$ cat src/rtl/rvfi_reg_trace_driver_if.sv
// Record-in / RVFI-out bundle for rvfi_reg_trace_driver.
// master = record source and packet sink, slave = the driver.
interface rvfi_reg_trace_driver_if #(
    parameter int unsigned XLEN = 32
);
    logic                  in_valid;
    logic                  in_ready;
    logic [31:0]           in_insn;
    logic [4:0]            in_rs1;
    logic [4:0]            in_rs2;
    logic [4:0]            in_rd;
    logic [XLEN-1:0]       in_rd_wdata;
    logic                  in_pc_valid;
    logic [XLEN-1:0]       in_pc;
    logic                  in_jump;
    logic [XLEN-1:0]       in_target;
    logic                  in_trap;

    logic                  rvfi_valid;
    logic [7:0]            rvfi_order;
    logic [31:0]           rvfi_insn;
    logic [4:0]            rvfi_rs1_addr;
    logic [4:0]            rvfi_rs2_addr;
    logic [4:0]            rvfi_rd;
    logic [XLEN-1:0]       rvfi_pre_pc;
    logic [XLEN-1:0]       rvfi_pre_rs1;
    logic [XLEN-1:0]       rvfi_pre_rs2;
    logic [XLEN-1:0]       rvfi_post_pc;
    logic [XLEN-1:0]       rvfi_post_rd;
    logic                  rvfi_trap;
    logic [XLEN-1:0]       rvfi_mem_addr;
    logic [XLEN-1:0]       rvfi_mem_rdata;
    logic [XLEN-1:0]       rvfi_mem_wdata;
    logic [XLEN/8-1:0]     rvfi_mem_rmask;
    logic [XLEN/8-1:0]     rvfi_mem_wmask;

    modport master (
        output in_valid, in_insn, in_rs1, in_rs2, in_rd, in_rd_wdata,
               in_pc_valid, in_pc, in_jump, in_target, in_trap,
        input  in_ready,
        input  rvfi_valid, rvfi_order, rvfi_insn, rvfi_rs1_addr, rvfi_rs2_addr,
               rvfi_rd, rvfi_pre_pc, rvfi_pre_rs1, rvfi_pre_rs2, rvfi_post_pc,
               rvfi_post_rd, rvfi_trap, rvfi_mem_addr, rvfi_mem_rdata,
               rvfi_mem_wdata, rvfi_mem_rmask, rvfi_mem_wmask
    );

    modport slave (
        input  in_valid, in_insn, in_rs1, in_rs2, in_rd, in_rd_wdata,
               in_pc_valid, in_pc, in_jump, in_target, in_trap,
        output in_ready,
        output rvfi_valid, rvfi_order, rvfi_insn, rvfi_rs1_addr, rvfi_rs2_addr,
               rvfi_rd, rvfi_pre_pc, rvfi_pre_rs1, rvfi_pre_rs2, rvfi_post_pc,
               rvfi_post_rd, rvfi_trap, rvfi_mem_addr, rvfi_mem_rdata,
               rvfi_mem_wdata, rvfi_mem_rmask, rvfi_mem_wmask
    );
endinterface

$ cat src/rtl/rvfi_reg_trace_driver.sv
// RVFI retirement driver: abstract records in, register-consistent RVFI packets out.
// Optional RVFI_DRIVER_FAULT_EN adds the fault_inj port for checker self-test.
module rvfi_reg_trace_driver #(
    parameter int unsigned XLEN     = 32,
    parameter logic [63:0] RESET_PC = '0
) (
    input  logic clk,
    input  logic reset,
`ifdef RVFI_DRIVER_FAULT_EN
    input  logic [1:0] fault_inj,
`endif
    rvfi_reg_trace_driver_if.slave bus
);
    typedef enum logic {CLEAR, RUN} state_t;

    state_t            state;
    logic [4:0]        clr_idx;
    logic [XLEN-1:0]   pc_q;
    logic [7:0]        order_q;
    logic [XLEN-1:0]   rf [32];

    logic              accept;
    logic              rd_wr;
    logic              rf_we;
    logic [1:0]        fault_sel;
    logic [XLEN-1:0]   pre_pc;
    logic [XLEN-1:0]   post_pc;
    logic [XLEN-1:0]   rs1_val;
    logic [XLEN-1:0]   rs2_val;

`ifdef RVFI_DRIVER_FAULT_EN
    assign fault_sel = fault_inj;
`else
    assign fault_sel = 2'd0;
`endif

    assign bus.in_ready = (state == RUN);
    assign accept       = bus.in_valid && (state == RUN);

    always_comb begin
        pre_pc  = bus.in_pc_valid ? bus.in_pc : pc_q;
        rs1_val = (bus.in_rs1 == 5'd0) ? '0 : rf[bus.in_rs1];
        rs2_val = (bus.in_rs2 == 5'd0) ? '0 : rf[bus.in_rs2];
        rs1_val[0] = rs1_val[0] ^ ((fault_sel == 2'd1) && (bus.in_rs1 != 5'd0));
        rs2_val[0] = rs2_val[0] ^ ((fault_sel == 2'd2) && (bus.in_rs2 != 5'd0));
        rd_wr   = !bus.in_trap && (bus.in_rd != 5'd0);
        // Mode 3 still reports the write on RVFI but leaves the RF untouched.
        rf_we   = rd_wr && (fault_sel != 2'd3);
        if (bus.in_jump)
            post_pc = bus.in_target;
        else if (bus.in_trap)
            post_pc = pre_pc;
        else if (bus.in_insn[1:0] != 2'b11)
            post_pc = pre_pc + XLEN'(2);
        else
            post_pc = pre_pc + XLEN'(4);
    end

    // Register file has no reset of its own; CLEAR walks it to zero.
    always_ff @(posedge clk) begin
        if (!reset) begin
            if (state == CLEAR)
                rf[clr_idx] <= '0;
            else if (accept && rf_we)
                rf[bus.in_rd] <= bus.in_rd_wdata;
        end
    end

    always_ff @(posedge clk) begin
        if (reset) begin
            state             <= CLEAR;
            clr_idx           <= '0;
            pc_q              <= RESET_PC[XLEN-1:0];
            order_q           <= '0;
            bus.rvfi_valid    <= 1'b0;
            bus.rvfi_order    <= '0;
            bus.rvfi_insn     <= '0;
            bus.rvfi_rs1_addr <= '0;
            bus.rvfi_rs2_addr <= '0;
            bus.rvfi_rd       <= '0;
            bus.rvfi_pre_pc   <= '0;
            bus.rvfi_pre_rs1  <= '0;
            bus.rvfi_pre_rs2  <= '0;
            bus.rvfi_post_pc  <= '0;
            bus.rvfi_post_rd  <= '0;
            bus.rvfi_trap     <= 1'b0;
        end else begin
            bus.rvfi_valid <= accept;
            if (state == CLEAR) begin
                clr_idx <= clr_idx + 5'd1;
                if (clr_idx == 5'd31)
                    state <= RUN;
            end else if (accept) begin
                bus.rvfi_order    <= order_q;
                bus.rvfi_insn     <= bus.in_insn;
                bus.rvfi_rs1_addr <= bus.in_rs1;
                bus.rvfi_rs2_addr <= bus.in_rs2;
                bus.rvfi_rd       <= rd_wr ? bus.in_rd : 5'd0;
                bus.rvfi_pre_pc   <= pre_pc;
                bus.rvfi_pre_rs1  <= rs1_val;
                bus.rvfi_pre_rs2  <= rs2_val;
                bus.rvfi_post_pc  <= post_pc;
                bus.rvfi_post_rd  <= rd_wr ? bus.in_rd_wdata : '0;
                bus.rvfi_trap     <= bus.in_trap;
                pc_q              <= post_pc;
                order_q           <= order_q + 8'd1;
            end
        end
    end

    assign bus.rvfi_mem_addr  = '0;
    assign bus.rvfi_mem_rdata = '0;
    assign bus.rvfi_mem_wdata = '0;
    assign bus.rvfi_mem_rmask = '0;
    assign bus.rvfi_mem_wmask = '0;
endmodule

$ cat src/flat_wrapper.sv
// flat-port wrapper written by rule: the top's interface ports become plain ports
module rvfi_reg_trace_driver_flat 
#(
    parameter int unsigned XLEN     = 32,
    parameter logic [63:0] RESET_PC = '0
)
  (clk, reset, bus_in_valid, bus_in_insn, bus_in_rs1, bus_in_rs2, bus_in_rd, bus_in_rd_wdata, bus_in_pc_valid, bus_in_pc, bus_in_jump, bus_in_target, bus_in_trap, bus_in_ready, bus_rvfi_valid, bus_rvfi_order, bus_rvfi_insn, bus_rvfi_rs1_addr, bus_rvfi_rs2_addr, bus_rvfi_rd, bus_rvfi_pre_pc, bus_rvfi_pre_rs1, bus_rvfi_pre_rs2, bus_rvfi_post_pc, bus_rvfi_post_rd, bus_rvfi_trap, bus_rvfi_mem_addr, bus_rvfi_mem_rdata, bus_rvfi_mem_wdata, bus_rvfi_mem_rmask, bus_rvfi_mem_wmask);
  rvfi_reg_trace_driver_if #(.XLEN(XLEN)) bus_i ();
  input  logic clk;
  input  logic reset;
  input wire logic [$bits(bus_i.in_valid)-1:0] bus_in_valid;
  input wire logic [$bits(bus_i.in_insn)-1:0] bus_in_insn;
  input wire logic [$bits(bus_i.in_rs1)-1:0] bus_in_rs1;
  input wire logic [$bits(bus_i.in_rs2)-1:0] bus_in_rs2;
  input wire logic [$bits(bus_i.in_rd)-1:0] bus_in_rd;
  input wire logic [$bits(bus_i.in_rd_wdata)-1:0] bus_in_rd_wdata;
  input wire logic [$bits(bus_i.in_pc_valid)-1:0] bus_in_pc_valid;
  input wire logic [$bits(bus_i.in_pc)-1:0] bus_in_pc;
  input wire logic [$bits(bus_i.in_jump)-1:0] bus_in_jump;
  input wire logic [$bits(bus_i.in_target)-1:0] bus_in_target;
  input wire logic [$bits(bus_i.in_trap)-1:0] bus_in_trap;
  output wire logic [$bits(bus_i.in_ready)-1:0] bus_in_ready;
  output wire logic [$bits(bus_i.rvfi_valid)-1:0] bus_rvfi_valid;
  output wire logic [$bits(bus_i.rvfi_order)-1:0] bus_rvfi_order;
  output wire logic [$bits(bus_i.rvfi_insn)-1:0] bus_rvfi_insn;
  output wire logic [$bits(bus_i.rvfi_rs1_addr)-1:0] bus_rvfi_rs1_addr;
  output wire logic [$bits(bus_i.rvfi_rs2_addr)-1:0] bus_rvfi_rs2_addr;
  output wire logic [$bits(bus_i.rvfi_rd)-1:0] bus_rvfi_rd;
  output wire logic [$bits(bus_i.rvfi_pre_pc)-1:0] bus_rvfi_pre_pc;
  output wire logic [$bits(bus_i.rvfi_pre_rs1)-1:0] bus_rvfi_pre_rs1;
  output wire logic [$bits(bus_i.rvfi_pre_rs2)-1:0] bus_rvfi_pre_rs2;
  output wire logic [$bits(bus_i.rvfi_post_pc)-1:0] bus_rvfi_post_pc;
  output wire logic [$bits(bus_i.rvfi_post_rd)-1:0] bus_rvfi_post_rd;
  output wire logic [$bits(bus_i.rvfi_trap)-1:0] bus_rvfi_trap;
  output wire logic [$bits(bus_i.rvfi_mem_addr)-1:0] bus_rvfi_mem_addr;
  output wire logic [$bits(bus_i.rvfi_mem_rdata)-1:0] bus_rvfi_mem_rdata;
  output wire logic [$bits(bus_i.rvfi_mem_wdata)-1:0] bus_rvfi_mem_wdata;
  output wire logic [$bits(bus_i.rvfi_mem_rmask)-1:0] bus_rvfi_mem_rmask;
  output wire logic [$bits(bus_i.rvfi_mem_wmask)-1:0] bus_rvfi_mem_wmask;
  assign bus_i.in_valid = bus_in_valid;
  assign bus_i.in_insn = bus_in_insn;
  assign bus_i.in_rs1 = bus_in_rs1;
  assign bus_i.in_rs2 = bus_in_rs2;
  assign bus_i.in_rd = bus_in_rd;
  assign bus_i.in_rd_wdata = bus_in_rd_wdata;
  assign bus_i.in_pc_valid = bus_in_pc_valid;
  assign bus_i.in_pc = bus_in_pc;
  assign bus_i.in_jump = bus_in_jump;
  assign bus_i.in_target = bus_in_target;
  assign bus_i.in_trap = bus_in_trap;
  assign bus_in_ready = bus_i.in_ready;
  assign bus_rvfi_valid = bus_i.rvfi_valid;
  assign bus_rvfi_order = bus_i.rvfi_order;
  assign bus_rvfi_insn = bus_i.rvfi_insn;
  assign bus_rvfi_rs1_addr = bus_i.rvfi_rs1_addr;
  assign bus_rvfi_rs2_addr = bus_i.rvfi_rs2_addr;
  assign bus_rvfi_rd = bus_i.rvfi_rd;
  assign bus_rvfi_pre_pc = bus_i.rvfi_pre_pc;
  assign bus_rvfi_pre_rs1 = bus_i.rvfi_pre_rs1;
  assign bus_rvfi_pre_rs2 = bus_i.rvfi_pre_rs2;
  assign bus_rvfi_post_pc = bus_i.rvfi_post_pc;
  assign bus_rvfi_post_rd = bus_i.rvfi_post_rd;
  assign bus_rvfi_trap = bus_i.rvfi_trap;
  assign bus_rvfi_mem_addr = bus_i.rvfi_mem_addr;
  assign bus_rvfi_mem_rdata = bus_i.rvfi_mem_rdata;
  assign bus_rvfi_mem_wdata = bus_i.rvfi_mem_wdata;
  assign bus_rvfi_mem_rmask = bus_i.rvfi_mem_rmask;
  assign bus_rvfi_mem_wmask = bus_i.rvfi_mem_wmask;
  rvfi_reg_trace_driver #(.XLEN(XLEN), .RESET_PC(RESET_PC)) u_core (.clk(clk), .reset(reset), .bus(bus_i));
endmodule
$ cat config.mk
export PLATFORM = sky130hd
export DESIGN_NAME = rvfi_reg_trace_driver_flat
export DESIGN_NICKNAME = d
export VERILOG_FILES = /design/src/rtl/rvfi_reg_trace_driver_if.sv /design/src/rtl/rvfi_reg_trace_driver.sv /design/src/flat_wrapper.sv
export SDC_FILE = /design/constraint.sdc
export NUM_CORES = 2
export LEC_CHECK = 0
export BUFFER_PORTS_ARGS = -buffer_cell sky130_fd_sc_hd__clkbuf_2
export CORE_MARGIN = 4
export CORE_UTILIZATION = 44
export CTS_BUF_LIST = sky130_fd_sc_hd__clkbuf_4
export CTS_CLUSTER_SIZE = 24
export DETAILED_ROUTE_END_ITERATION = 7
export PLACE_DENSITY = 0.61
export SETUP_SLACK_MARGIN = 0.05
export SYNTH_ARGS = -nofsm -noshare
export SYNTH_HDL_FRONTEND = slang
export SYNTH_SLANG_ARGS = --single-unit
$ cat constraint.sdc
create_clock -name clk -period 3.2 [get_ports clk]
set_input_delay 0.16 -clock clk [delete_from_list [all_inputs] [get_ports clk]]
set_output_delay 0.16 -clock clk [all_outputs]
set_load 0.05 [all_outputs]
==> results by group <==
Yosys
  • Synth Register Bits: about 1.3k
  • Top FF cell, synth: edfxtp_1
  • Number of enable flip-flop cells after synthesis: between 1k and 1.5k
  • Avg Cell Area, Syn: roughly 16 µm²
  • Post-synthesis sequential area ratio: slightly above 60%
  • Synth area leaders: edfxtp_1 (53%), mux4_2 (15%), dfxtp_1 (8.0%), mux2i_1 (6.1%), nand2_1 (1.4%)
  • Synth warnings: 0
  • Syn Inst Count: around 3.7k
  • Synth top area share: a little over half
  • Post-Synthesis Cell Area: between 50000 and 60000 µm²
  • FFs w/ async S/R, synth: 0%
  • Yosys top cell by area: edfxtp_1
  • Cell variety after synth: 66

Detailed routing
  • Via density: 6.052
  • DR DRC count: 0
  • ANT nets after route: 0
  • Routed WL per cell: between 20 and 30 µm
  • DR vias: roughly 40k
  • Pre-antenna DRT Iters: 6
  • Initial drt markers: about 4.9k
  • Post-Route WL: 189600 µm

Final layout
  • Area Growth Syn to Fin: 23.15%
  • Register area: approximately 35000 µm²
  • Multi-input logic area: 21420 µm²
  • Finished Layout Cells: 6776
  • Fillers: roughly 10k
  • Most common library cell in the layout ignoring fill and taps: edfxtp_1
  • NumNets Final: approximately 5k
  • Most frequent cells in the layout: edfxtp_1 (1024), clkbuf_4 (506), dlygate4sd3_1 (417)
  • Layout cells sized above 1: 32.00%

Setup path
  • Worst Path Arrival: between 4 and 5 ns
  • R2R depth: 8
  • R2r setup slk: around 0.092 ns
  • CP max FO: 59
  • R2r startpoint: u_core.bus.in_ready$_SDFF_PP0_
  • Crit end category: register
  • Critical path type: register to register
  • Reg-to-reg endpoint: u_core.bus.rvfi_pre_rs2[15]$_SDFFE_PP0P_
  • Crit start category: register
  • Worst EP required: between 4 and 5 ns

Floorplanning
  • Num rows: 133
  • Core footprint: about 130000 µm²
  • Die area: between 100000 and 150000 µm²
  • Die height: around 370 µm
  • Die width: about 370 µm
  • Initial Util: around 44%
  • Ports: 471

Power
  • Total power: about 34 mW
  • Peak supply drop: ~0.22 mV
  • Leak Pwr: between 20 and 25 nW
  • Pwr dens: around 480 nW/µm²

STA
  • Final period util: a little over nine tenths
  • Fin. Hold Viols: 0
  • RSZ-0062 raised after global routing: true
  • Slew margin rel.: 34.39%
  • Final setup fails: 0
  • Final Critical Period: between 3 and 4 ns
  • Worst-Margin Slew: around 1 ns
  • Fmax: 0.3217 GHz
  • Slew Limit Fails: 0
  • Worst Skew: around 0.076 ns
  • Final hold slack: approximately 0.17 ns

Min path
  • Worst Hold End: u_core.pc_q[26]$_SDFFE_PP0P_
  • Hold crit path type: primary input to register
  • WHS Path Cells: 7
  • Hold wc startpoint: bus_in_pc[24]

Placement
  • # placed instances: just under 6k
  • I/O Buffers: ~370
  • DP Wirelength: around 110000 µm
  • Routability cong.: a little over 0.9

Global routing
  • Pin count of the biggest net entering global routing: between 100 and 150
  • Initial antenna violation count: 4
  • Vias in the first global route: 41.33k
  • First-pass GRT wire length: ~270000 µm
  • Tot GR Track Use: between 20 and 30%
  • Congestion Overflow GR: 0

Clock network
  • Htree depth: 5
  • CTS Sinks: 1255
  • CTS tree: yes
  • Cts bufs inserted: about 340
  • Longest Clk Path Bufs: 4
  • CTS root buf: clkbuf_4
  • Worst-path clk slew: roughly 0.07 ns
  • Worst-skew pair later-pin latency: about 1.2 ns

Flow run
  • Maxcap violations: 0

Status
  • Outcome: complete, no violations
-- state kept, by name (all words and copies together), names as in the netlist, 5 cells and up --
name / cells
u_core.bus.rvfi_insn: 32
u_core.bus.rvfi_order: 8
u_core.bus.rvfi_post_rd: 32
u_core.bus.rvfi_pre_pc: 32
u_core.bus.rvfi_pre_rs1: 32
u_core.bus.rvfi_pre_rs2: 32
u_core.bus.rvfi_rd: 5
u_core.bus.rvfi_rs1_addr: 5
u_core.bus.rvfi_rs2_addr: 5
u_core.clr_idx: 5
u_core.order_q: 8
u_core.pc_q: 32
u_core.rf: 1024
-- logic make-up (layout without fill, tap and decap cells) --
logic type / count (synthesis) / in the layout / synth area share, %
AOI/OAI and AO/OA: 549 / 549 / 7.051
xor gates and xnor gates: 19 / 19 / 0.2862
adders and majority gates: 5 / 5 / 0.1076
buffers and inverters: 411 / 1582 / 3.565
DFF: 1255 / 1255 / 60.83
muxes: 807 / 807 / 22.31
other: 1 / 110 / 0.006449
and+or+nand+nor: 694 / 694 / 5.842
-- stage by stage --
| stage | instance area [µm²] | setup slack (ns) | setup TNS (ns) | util [%] |
|---|---|---|---|---|
| global placement | 63240 | 0.3476 | 0 | 48.17 |
| CTS | 71570 | 0.1100 | 0 | 54.51 |
| global route | 71610 | 0.02520 | 0 | 54.54 |
| floorplan | 58760 | -0.01648 | -0.5274 | - |
| detailed placement | 63240 | 0.2937 | 0 | 48.17 |
| finish | 71610 | 0.09150 | 0 | 54.54 |
-- what timing repair did --
action / 4_1_cts / 5_1_grt
setup endpoints to repair: 0 / 6
resized for setup: 0 / 3
buffers inserted: 0 / 1
hold buffers: 417 / 0
hold endpoints to repair: 1934 / 0
-- where the power goes --
part / internal [mW] / switching, mW
registers: 17.5 / 0.0450
clock network: 7.35 / 6.51
logic: 1.12 / 1.60
total: 26.0 / 8.15
-- cell usage after synthesis, types with 6 or more instances --
cell,count
a211o_1,65
a211oi_1,37
a21o_1,32
a21oi_1,86
a22oi_1,6
a32oi_1,64
and2_1,33
and3_1,11
buf_1,44
buf_2,79
buf_4,107
clkbuf_1,166
dfxtp_1,231
edfxtp_1,1024
inv_1,11
mux2_2,68
mux2i_1,354
mux4_2,384
nand2_1,219
nand2b_1,13
nand3_1,156
nand3b_1,14
nand4_1,10
nor2_1,102
nor3_1,14
nor4_1,21
o211a_1,7
o211ai_1,69
o21ai_0,19
o221ai_1,64
o22ai_1,67
or3_1,77
xnor2_1,13
xor2_1,6
-- worst max-delay path: stages, from the launching register on --
cell and delay [ns]:
dfxtp_2 0.50, and2_4 0.24, buf_4 0.33, nor2_4 0.05, buf_6 0.27, a32oi_1 0.27, dlygate4sd3_1 0.60, nand3_1 0.08
dlygate4sd3_1 0.58
-- how the worst max path moves through the flow --
stage	slack [ns]	cells after the start	endpoint	startpoint
floorplan	-0.02	5	u_core.rf[8][0]$_DFFE_PP_	u_core.bus.in_ready$_SDFF_PP0_
global placement	0.35	6	u_core.rf[28][4]$_DFFE_PP_	u_core.bus.in_ready$_SDFF_PP0_
detailed placement	0.29	6	u_core.rf[26][10]$_DFFE_PP_	u_core.bus.in_ready$_SDFF_PP0_
CTS	0.11	8	u_core.bus.rvfi_pre_rs2[15]$_SDFFE_PP0P_	u_core.bus.in_ready$_SDFF_PP0_
global route	0.03	10	u_core.pc_q[23]$_SDFFE_PP0P_	u_core.pc_q[1]$_SDFFE_PP0P_
finish	0.09	8	u_core.bus.rvfi_pre_rs2[15]$_SDFFE_PP0P_	u_core.bus.in_ready$_SDFF_PP0_
-- metal layers --
| metal | track usage [%] | wire [µm] | vias up |
|---|---|---|---|
| met5 | 0 | 0 | - |
| met4 | 10.16 | 6424 | 0 |
| met3 | 7.353 | 18970 | 464 |
| met2 | 41.22 | 88370 | 2417 |
| met1 | 36.86 | 75830 | 20840 |
| li1 | - | - | 17290 |
-- final cells by class --
cell class                      count  area share [%]
Antenna cell                        6         0.02097
Clock buffer                      506           5.304
Clock inverter                     78          0.5049
Inverter                           11         0.05766
Multi-Input combinational cell   2178           29.92
Sequential cell                  1255           49.40
Tap cell                         1755           3.066
Timing Repair Buffer              987           11.73
(Power assumes the default switching activity.)
